### src/rtl/fifo_wr_arbiter_pkg.sv
// ---------------------------------------------------------------------------
// fifo_arb_pkg : shared types and width helpers for fifo_wr_arbiter  (rev 1.0)
// ---------------------------------------------------------------------------
`default_nettype none

package fifo_arb_pkg;

   typedef enum logic [0:0] {
      IDLE  = 1'b0,
      BURST = 1'b1
   } arb_state_e;

   // Requester index width; a 1-bit floor keeps NUM_REQ=1 corner legal.
   function automatic int OWNER_W(input int n);
      return (n > 1) ? $clog2(n) : 1;
   endfunction

   // Beat counter must be able to hold MAX_BURST itself.
   function automatic int BCNT_W(input int m);
      return (m > 0) ? $clog2(m + 1) : 1;
   endfunction

endpackage

`default_nettype wire

### src/rtl/fifo_wr_arbiter_rr_pick.sv
// ---------------------------------------------------------------------------
// rr_pick : combinational round-robin picker (rotate, encode, un-rotate)
// rev 1.0
// ---------------------------------------------------------------------------
`default_nettype none

module rr_pick
   import fifo_arb_pkg::*;
#(
   parameter  int NUM_REQ = 4,
   localparam int OW      = OWNER_W(NUM_REQ)
) (
   input  logic [NUM_REQ-1:0] req_i,
   input  logic [OW-1:0]      last_i,
   output logic [OW-1:0]      pick_idx_o,
   output logic               pick_vld_o
);

   int                 base;
   int                 enc;
   logic [NUM_REQ-1:0] rot;

   always_comb begin
      base = (int'(last_i) + 1) % NUM_REQ;
      rot  = '0;
      enc  = 0;
      // rot[0] is the highest-priority candidate (last_i + 1)
      for (int i = 0; i < NUM_REQ; i++) begin
         rot[i] = req_i[OW'((i + base) % NUM_REQ)];
      end
      for (int i = NUM_REQ - 1; i >= 0; i--) begin
         if (rot[i]) enc = i;
      end
      pick_vld_o = |req_i;
      pick_idx_o = OW'((enc + base) % NUM_REQ);
   end

endmodule

`default_nettype wire

### src/rtl/fifo_wr_arbiter.sv
// ---------------------------------------------------------------------------
// fifo_wr_arbiter : round-robin burst arbiter for a single FIFO write port
// rev 1.0
// ---------------------------------------------------------------------------
`default_nettype none

module fifo_wr_arbiter
   import fifo_arb_pkg::*;
#(
   parameter  int NUM_REQ    = 4,
   parameter  int DATA_WIDTH = 8,
   parameter  int MAX_BURST  = 4,
   localparam int OW         = OWNER_W(NUM_REQ),
   localparam int BW         = BCNT_W(MAX_BURST)
) (
   input  logic                          wclk,
   input  logic                          wrst_n,
   input  logic [NUM_REQ-1:0]            req_valid,
   input  logic [NUM_REQ*DATA_WIDTH-1:0] req_data,
   output logic [NUM_REQ-1:0]            req_ready,
   input  logic                          full,
   output logic                          w_en,
   output logic [DATA_WIDTH-1:0]         data_in,
   output logic                          busy,
   output logic [OW-1:0]                 owner
);

   arb_state_e            state_q, state_d;
   logic [OW-1:0]         owner_q, owner_d;
   logic [OW-1:0]         last_q,  last_d;
   logic [BW-1:0]         bcnt_q,  bcnt_d;
   logic [OW-1:0]         pick_idx;
   logic                  pick_vld;
   logic                  xfer;
   logic                  last_beat;
   logic [DATA_WIDTH-1:0] slices [NUM_REQ];

   for (genvar g = 0; g < NUM_REQ; g++) begin : g_slice
      assign slices[g] = req_data[g*DATA_WIDTH +: DATA_WIDTH];
   end

   rr_pick #(.NUM_REQ(NUM_REQ)) u_pick (
      .req_i      (req_valid),
      .last_i     (last_q),
      .pick_idx_o (pick_idx),
      .pick_vld_o (pick_vld)
   );

   // full gates the write in the same cycle, so the FIFO never sees write-while-full
   assign xfer      = (state_q == BURST) && req_valid[owner_q] && !full;
   assign last_beat = (bcnt_q == BW'(MAX_BURST - 1));

   always_ff @(posedge wclk or negedge wrst_n) begin
      if (!wrst_n) begin
         state_q <= IDLE;
         owner_q <= '0;
         last_q  <= OW'(NUM_REQ - 1);
         bcnt_q  <= '0;
      end else begin
         state_q <= state_d;
         owner_q <= owner_d;
         last_q  <= last_d;
         bcnt_q  <= bcnt_d;
      end
   end

   always_comb begin
      state_d = state_q;
      owner_d = owner_q;
      last_d  = last_q;
      bcnt_d  = bcnt_q;
      unique case (state_q)
         IDLE: begin
            if (pick_vld) begin
               owner_d = pick_idx;
               bcnt_d  = '0;
               state_d = BURST;
            end
         end
         BURST: begin
            if (xfer) begin
               bcnt_d = bcnt_q + BW'(1);
               if (last_beat) begin
                  state_d = IDLE;
                  last_d  = owner_q;
               end
            end else if (!req_valid[owner_q]) begin
               state_d = IDLE;
               last_d  = owner_q;
            end
         end
         default: state_d = IDLE;
      endcase
   end

   always_comb begin
      busy      = (state_q == BURST);
      w_en      = xfer;
      req_ready = xfer ? (NUM_REQ'(1) << owner_q) : '0;
      data_in   = busy ? slices[owner_q] : '0;
   end

   assign owner = owner_q;

endmodule

`default_nettype wire
### config.mk
export PLATFORM = sky130hd
export DESIGN_NAME = fifo_wr_arbiter
export DESIGN_NICKNAME = d
export VERILOG_FILES = /design/src/rtl/fifo_wr_arbiter_pkg.sv /design/src/rtl/fifo_wr_arbiter_rr_pick.sv /design/src/rtl/fifo_wr_arbiter.sv
export SDC_FILE = /design/constraint.sdc
export NUM_CORES = 1
export LEC_CHECK = 0
export CAP_MARGIN = 15
export CORE_MARGIN = 2
export CORE_UTILIZATION = 40
export CTS_CLUSTER_DIAMETER = 100
export DETAILED_ROUTE_END_ITERATION = 7
export PLACE_DENSITY = 0.83
export SKIP_LAST_GASP = 1
export SYNTH_ARGS = -nofsm -noshare
export SYNTH_HDL_FRONTEND = slang
export SYNTH_SLANG_ARGS = --single-unit
### constraint.sdc
create_clock -name wclk -period 5.8 [get_ports wclk]
set_clock_uncertainty 0.15 [all_clocks]
set_input_delay 0.87 -clock wclk [delete_from_list [all_inputs] [get_ports wclk]]
set_output_delay 0.87 -clock wclk [all_outputs]
set_load 0.05 [all_outputs]
# Word-level counts from Yosys, hierarchy flattened

Cells that the tools add are included.

Logic and storage cells: 65
Register bits: 8

Mux-type cells: 34
Add/sub/neg operators: 6
$lt $le $gt $ge: 6
Shift-type cells: 1
Reduce and logical (&&, ||, !) cells: 7
Bitwise logic cells: 2
Eq/ne operators: 5

Operators with widths:

| cell                                                                         | number |
|---|---|
| 8-bit 2-to-1 mux                                                             | 3 |
| 8-bit binary-select mux with 2-bit select                                    | 1 |
| 2-bit by 4-bit less-than comparator with 1-bit output, second input constant | 4 |
| 2-bit 2-to-1 mux                                                             | 7 |
| 1-bit 2-to-1 mux                                                             | 13 |
| 1-bit binary-select mux with 2-bit select                                    | 5 |
| 3-bit 2-to-1 mux                                                             | 2 |
| 3-bit case mux with 2 select lines                                           | 1 |
| 2-bit adder, first input constant                                            | 2 |
| 4-bit 2-to-1 mux                                                             | 1 |
| 2-bit by 1-bit != test with 1-bit output, second input constant              | 2 |
| 2-bit != test, second input constant                                         | 2 |
| 2-bit AND reduction                                                          | 2 |
| 4-bit OR reduction                                                           | 1 |
| 1-bit by 2-bit left shift with 4-bit output, first input constant            | 1 |
| 3-bit by 1-bit adder with 3-bit output, second input constant                | 1 |
| 3-bit by 2-bit == test with 1-bit output, second input constant              | 1 |
| 3-bit greater-or-equal comparator, second input constant                     | 1 |
| 2-bit by 3-bit less-than comparator with 1-bit output, second input constant | 1 |
| 2-bit inverter with 3-bit output                                             | 1 |
| 3-bit AND reduction                                                          | 1 |
| 1-bit by 2-bit adder with 2-bit output, first input constant                 | 1 |
| 2-bit by 1-bit adder with 2-bit output, second input constant                | 1 |
| 2-bit adder                                                                  | 1 |
| other kinds (4)                                                              | 5 |

# Logic depth before layout (Yosys ltp)

Gate-level depths: netlist (run 1).

Depth after elaboration: 10
Mapped depth: 10
Depth with buffers taken out: 9

# By module

From an unflattened synthesis (run 1), not the netlist that was laid out.

Cells, all modules: 89
Area total of the unflattened synthesis: 940.9 um2

Modules (own cells, without submodules):

| module          | times used | area each (um2) | cells an instance |
|---|---|---|---|
| fifo_wr_arbiter | 1          | 740.7           | 63 |
| rr_pick         | 1          | 200.2           | 26 |

# Least setup slack after synthesis (run 1)

Ideal clock, no wire load.

Path type: input to output
Start point: input full
End point: output req_ready[0]
Arrival time: 2.670 ns
Required time: 4.780 ns
Slack: 2.110 ns
Stages on the path: 2
Cells stage by stage: nand2b_1 -> nor4b_1

Cells in the longest elaborated chain, start to end: 3

Ends and longest elaborated chain:

| item               | line                  | source |
|---|---|---|
| start: declaration | fifo_wr_arbiter.sv:21 | `input logic full,` |
| 1-bit logical NOT  | fifo_wr_arbiter.sv:50 | `assign xfer = (state_q == BURST) && req_valid[owner_q] && !full;` |
| 1-bit logical AND  | fifo_wr_arbiter.sv:50 |  |
| 4-bit 2-to-1 mux   | fifo_wr_arbiter.sv:99 | `req_ready = xfer ? (NUM_REQ'(1) << owner_q) : '0;` |
| end: declaration   | fifo_wr_arbiter.sv:20 | `output logic [NUM_REQ-1:0] req_ready,` |

No other way between the ends.

# Final worst setup path (run 1)

Start point: input req_valid[2]
End point: output w_en

Cells in the longest elaborated chain, start to end: 4

Ends and longest elaborated chain:

| item                                      | line                  | source |
|---|---|---|
| start: declaration                        | fifo_wr_arbiter.sv:18 | `input logic [NUM_REQ-1:0] req_valid,` |
| 1-bit binary-select mux with 2-bit select | fifo_wr_arbiter.sv:50 |  |
| 1-bit 2-to-1 mux (implied by the code)    | fifo_wr_arbiter.sv:50 |  |
| 1-bit logical AND (2 in a row)            | fifo_wr_arbiter.sv:50 |  |
| end: declaration                          | fifo_wr_arbiter.sv:22 | `output logic w_en,` |

No other way between the ends. The select of a mux whose other input is x is not followed.

==> impl_results.md, run 1 <==
* Placeable core area at 2170 um^2
* Post-CTS sizing at 0
* Startpoint type of the worst setup path: primary input
* Slew at the pin with the worst max-slew slack at 0.687 ns
* Total congestion overflow after global routing at 0
* DIE WIDTH at 51.6 um
* Clk sinks at 8
* Layout Cell Area excl Fill at 1450 um^2
* Aggregate negative setup slack at 0 ns
* Cell variety after synth at 37
* Hold crit path type: flip-flop to flip-flop
* Cell accounting for the most synthesized area: dfrtp_1
* TritonCTS clock tree: built
* Synthesis-stage register bit count at 8
* Worst IR drop on VDD at 380 uV
* Worst endpoint required time at 4.78 ns
* Drt total wl at 2540 um
* Total power at 0.709 mW
* Fmax at 0.252 GHz
* TritonCTS Buffers at 3
* Sequential fraction of the synthesis area at 0.223
* Hold buffer count at cts at 0
* Count of standard-cell rows at 17
* Result of the run: complete, no violations
* Worst slack at placement at 1.84 ns
* Quantity of I/O buffers inserted on ports at 54
* Overall die height at 51.6 um
* Net count of the finished layout at 190
* Number of setup buffers added after CTS at 0
* Final hold viol count at 0
* Setup repair after global routing missed its margin: no
* Clock slew seen by the registers of the worst setup and hold paths at 0.05 ns
* Area Growth Syn to Fin at 59.4%
* Post-synthesis instance area at 907 um^2
* Category of the most critical setup path: primary input to output pin
* Count of flip-flops with a built-in enable after synthesis at 0
* Slack of the critical path at 1.84 ns
* Arr. time, crit path at 2.94 ns
* Largest fanout on the critical path at 10
* Final ANT Viol Nets at 0
* Library cell with the highest instance count after synthesis: nand2_1
* # diodes at 0
* Initial antenna violation count at 0
* Shortest period the worst path allows at 3.96 ns
* Overall Global Routing Usage at 0.201
* Initial standard-cell utilization of the core at 0.418
* Ratio of cells with drive above 1 in the final layout at 0.0959
* Post-Syn Instances at 98
* Worst reg2reg path depth at 9
* Net Count, Synth at 140
* Fraction of the cycle the final worst path needs at 0.683
* Worst slew margin relative to its limit at 0.542
* Later-pin clock latency in the skew report at 0.25 ns
* Leakage power at 0.563 nW
* Utilization after layout at 0.667
* Nature of the critical path endpoint: output pin
* Cell types with the highest counts after synthesis: nand2_1, and2_1, nor2_1, dfrtp_1
* I/O Pins at 55
* Root Buffer: clkbuf_4
* Detailed placement HPWL at 2050 um
* Non-filler instance count after layout at 174
* DR vias at 939
* Count of yosys warnings during synthesis at 0
* First-pass GRT wire length at 3960 um
* Cell total after placement at 171
* Count of H-tree levels built during CTS at 1
* Pwr dens at 490 nW/um^2
* Area of the die at 2660 um^2
* DRC viols at 0
* First-pass iteration count of the detailed router at 4
* Maximum number of pins on one net before global-route repair at 17
* Hold depth at 2
* Placement-stage cell area at 1420 um^2
* Via/cell ratio at 5.40
* Share of the synthesized area in the top cell type at 0.166
* Initial drt markers at 18
* Synth top area cells: dfrtp_1, mux4_2, mux4_1
* Buffers from clock root to sink, at most at 2
* Final setup violation count at 0
* Average wire length per cell after detail routing at 14.6 um
* Total of max-cap violations at 0
* Share of synthesized flip-flops with an asynchronous set or reset at 1.00
* Register-to-register setup slack at 3.61 ns
* Fin. max-slew vios at 0
* Worst hold-check slack at 0.348 ns
* Number of global-route vias before repair at 858
* RD Place Congestion at 0.825
* Flip-flop cell with the highest count after synthesis: dfrtp_1
* Synthesized area per cell at 9.26 um^2
==> cells in the final DEF, fill, tap and decap left out <==
master / instances
a21oi_1: 1
and2_1: 8
and2_4: 1
clkbuf_4: 3
clkdlybuf4s50_1: 54
dfrtp_1: 6
dfstp_2: 2
ha_1: 3
inv_1: 5
mux2_2: 1
mux2_4: 1
mux4_1: 4
mux4_2: 5
nand2_1: 13
nand2b_1: 3
nand3_1: 4
nor2_1: 8
nor2b_1: 1
nor3_1: 3
nor3b_1: 1
nor4_1: 1
nor4b_1: 1
o2111ai_1: 1
o211ai_1: 1
o21ai_0: 5
o21ai_2: 1
o221ai_1: 1
o22ai_1: 1
o2bb2ai_1: 1
o31ai_1: 1
or2b_1: 1
or3_1: 1
or4_1: 1
xnor2_1: 1
xor2_1: 1
==> state kept, by name, indices dropped and copies added (netlist names) <==
signal and count:
owner 2, bcnt_q 3, last_q 2, busy 1
==> worst max-delay path, stage by stage <==
cell	delay, ns
clkdlybuf4s50_1	0.55
mux4_2	0.56
nand2_1	0.18
inv_1	0.08
clkdlybuf4s50_1	0.70
==> final cells by class <==
class	count	area [um^2]
flip-flops and latches	8	203
well taps	28	35.0
clock buffers	3	22.5
fillers	187	723
inverters	5	18.8
repair buffers	54	541
multi-input cells	76	627
==> metal layers <==
layer | global-route usage | up-vias | wire length (um)
met1 | 0.250 | 438 | 1040
met4 | 0.0658 | 0 | 16
li1 | - | 453 | -
met5 | 0 | - | 0
met3 | 0.0489 | 2 | 253
met2 | 0.340 | 46 | 1220
==> final timing paths <==
kind | start | endpoint
max | req_valid[2] | w_en
min | bcnt_q[2] | bcnt_q[2]
min in group asynchronous | wrst_n | busy
max reg2reg | last_q[0] | owner[1]
max in group asynchronous | wrst_n | last_q[1]
min reg2reg | bcnt_q[2] | bcnt_q[2]
==> power by group <==
part / internal, mW / leakage [nW] / switching [mW]
registers: 0.0854 / 0.0969 / 0.0688
clock network: 0.0235 / 0.0138 / 0.0169
logic: 0.234 / 0.453 / 0.280
==> logic make-up after synthesis <==
group,synth area share
buffers and inverters,0.0855
xor gates and xnor gates,0.0193
DFF,0.223
muxes,0.269
AOI/OAI and AO/OA,0.0952
and+or+nand+nor,0.266
adders and majority gates,0.0414
Note: power is estimated with default switching activity, not from simulation.
==> run 2: changes to the inputs <==
--- a/config.mk
+++ b/config.mk
@@ -7,10 +7,10 @@
 export LEC_CHECK = 0
 export CAP_MARGIN = 15
 export CORE_MARGIN = 2
-export CORE_UTILIZATION = 40
+export CORE_UTILIZATION = 33
 export CTS_CLUSTER_DIAMETER = 100
 export DETAILED_ROUTE_END_ITERATION = 7
-export PLACE_DENSITY = 0.83
+export PLACE_DENSITY = 0.73
 export SKIP_LAST_GASP = 1
 export SYNTH_ARGS = -nofsm -noshare
 export SYNTH_HDL_FRONTEND = slang
==> constraint.sdc (replaced) <==
create_clock -name wclk -period 3.4 [get_ports wclk]
set_clock_uncertainty 0.15 [all_clocks]
set_input_delay 0.51 -clock wclk [delete_from_list [all_inputs] [get_ports wclk]]
set_output_delay 0.51 -clock wclk [all_outputs]
set_load 0.05 [all_outputs]
==> run 2 against run 1 <==
Net effect: sequential power grew 64%; cell count rose by 2.9%; critical path depth fell by 2; clock power rose by 94%; die area grew 20%; setup slack lost 1.5 ns; total power increased by 72%; largest power group unchanged.
==> impl_results.md, run 2 (synthesized netlist as in run 1, its figures left out) <==
* Quantity of I/O buffers inserted on ports at 54 (unchanged)
* Count of H-tree levels built during CTS at 1 (unchanged)
* Total of max-cap violations at 0 (unchanged)
* Beginning of the worst register-to-register path: owner[0]
* Detailed placement HPWL at 2020 um (-1.4%)
* Final hold viol count at 0 (unchanged)
* Overall Global Routing Usage at 0.159 (-0.0417)
* Register containing the most flip-flops in the final layout: bcnt_q
* First-pass iteration count of the detailed router at 4 (unchanged)
* Area of the die at 3180 um^2 (+20%)
* Final ANT Viol Nets at 0 (unchanged)
* Clk sinks at 8 (unchanged)
* Most used cells in the layout excluding fill and tap cells: clkdlybuf4s50_1, nand2_1, nor2_1, and2_1, dfrtp_1
* Final setup violation count at 0 (unchanged)
* Net count of the finished layout at 191 (+0.53%)
* Area Growth Syn to Fin at 60.8%
* Ratio of cells with drive above 1 in the final layout at 0.108 (+0.0122)
* Startpoint type of the worst setup path: flip-flop
* Multi-input combinational cell area at 627 um^2 (unchanged)
* TritonCTS clock tree: built
* Clock slew seen by the registers of the worst setup and hold paths at 0.06 ns (about the same)
* DR vias at 935 (-0.43%)
* Slew at the pin with the worst max-slew slack at 0.542 ns (-0.145 ns)
* DRC viols at 0 (unchanged)
* Maximum number of pins on one net before global-route repair at 16 (-1)
* Pwr dens at 836 nW/um^2 (+71%)
* Fin. max-slew vios at 0 (unchanged)
* Nature of the critical path endpoint: output pin
* Leakage power at 0.571 nW (+1.4%)
* Overall die height at 56.4 um (+9.3%)
* First-pass GRT wire length at 3950 um (-0.35%)
* Fmax at 0.329 GHz
* Arr. time, crit path at 2.38 ns (-0.56 ns)
* Worst slew margin relative to its limit at 0.639 (+0.0964)
* Total congestion overflow after global routing at 0 (unchanged)
* Buffers from clock root to sink, at most at 2 (unchanged)
* Drt total wl at 2470 um (-2.8%)
* Largest fanout on the critical path at 10 (unchanged)
* Initial drt markers at 35 (+17)
* Hold crit path type: flip-flop to flip-flop
* Crit. Startpoint: owner[0]
* Count of standard-cell rows at 19 (+2)
* RD Place Congestion at 0.784 (-4.9%)
* Post-CTS sizing at 0 (unchanged)
* Fraction of the cycle the final worst path needs at 0.894
* Initial standard-cell utilization of the core at 0.338 (-0.0804)
* Aggregate negative setup slack at 0 ns (unchanged)
* Later-pin clock latency in the skew report at 0.26 ns (about the same)
* Result of the run: complete, no violations
* Placeable core area at 2690 um^2 (+24%)
* Worst endpoint required time at 2.74 ns (-2.04 ns)
* Total power at 1.22 mW (+72%)
* Category of the most critical setup path: flip-flop to output pin
* # diodes at 0 (unchanged)
* Via/cell ratio at 5.22 (-3.2%)
* TritonCTS Buffers at 3 (unchanged)
* I/O Pins at 55 (unchanged)
* Most frequent standard cell in the layout excluding fill and tap cells: clkdlybuf4s50_1
* Number of flip-flops in the largest register at 3 (unchanged)
* DIE WIDTH at 56.4 um (+9.3%)
* Startpoint of the worst hold path: bcnt_q[1]
* Final-layout fill cell count at 254 (+36%)
* Number of global-route vias before repair at 894 (+4.2%)
* Hold buffer count at cts at 0 (unchanged)
* Worst IR drop on VDD at 578 uV (+52%)
* Setup repair after global routing missed its margin: no
* Root Buffer: clkbuf_4
* Average wire length per cell after detail routing at 13.8 um (-5.5%)
* Number of setup buffers added after CTS at 0 (unchanged)
* Sequential standard cell area at 203 um^2 (unchanged)
* Initial antenna violation count at 0 (unchanged)
* Shortest period the worst path allows at 3.04 ns
run 2: report_power, final:
| part | internal (mW) | leakage, nW | switching [mW] | total, mW |
|---|---|---|---|---|
| clock network | 0.0449 | 0.0150 | 0.0334 | 0.0783 |
| logic | 0.406 | 0.459 | 0.484 | 0.889 |
| registers | 0.146 | 0.0969 | 0.106 | 0.252 |
run 2: metrics by stage:
stage / hold WS (ns) / area (um^2) / setup WS [ns] / util / instances
after floorplan: 0.0644 / 907 / 0.101 / - / 98
after global placement: 0.331 / 1430 / 0.434 / 0.533 / 175
after detailed placement: 0.339 / 1430 / 0.427 / 0.533 / 175
after CTS: 0.355 / 1460 / 0.334 / 0.543 / 179
after global routing: 0.379 / 1460 / 0.253 / 0.543 / 179
final: 0.349 / 1460 / 0.361 / 0.543 / 179
run 2: worst max-delay path: stages, from the launching register on:
cell             delay (ns)
dfrtp_1                0.65
mux4_1                 0.61
and2_1                 0.17
clkdlybuf4s50_1        0.69
run 2: final cells by class:
class	count	area share
multi-input combinational	76	0.430
timing repair buffer	55	0.374
sequential	8	0.139
tap	31	0.0266
clock buffer	4	0.0180
inverter	5	0.0129
run 2: worst paths after layout:
check | endpoint | slack, ns | depth (start not counted)
min in group asynchronous | busy | 0.37 | 1
hold / removal | bcnt_q[1] | 0.35 | 2
setup / recovery | data_in[0] | 0.36 | 3
setup reg to reg | last_q[1] | 1.20 | 5
max in group asynchronous | last_q[0] | 2.41 | 1
hold reg to reg | bcnt_q[1] | 0.35 | 2
run 2: layer usage:
metal | share of wire | vias up | track usage
li1 | - | 452 | -
met1 | 0.44 | 433 | 0.193
met2 | 0.46 | 46 | 0.264
met3 | 0.086 | 4 | 0.0576
met4 | 0.0097 | 0 | 0.0442
met5 | 0 | - | 0
==> run 3: changes to the inputs <==
--- a/config.mk
+++ b/config.mk
@@ -10,6 +10,7 @@
 export CORE_UTILIZATION = 33
 export CTS_CLUSTER_DIAMETER = 100
 export DETAILED_ROUTE_END_ITERATION = 7
+export GPL_ROUTABILITY_DRIVEN = 1
 export PLACE_DENSITY = 0.73
 export SKIP_LAST_GASP = 1
 export SYNTH_ARGS = -nofsm -noshare
==> results of run 3 <==
The final DEF is identical to that of run 2; final timing and power are the same.
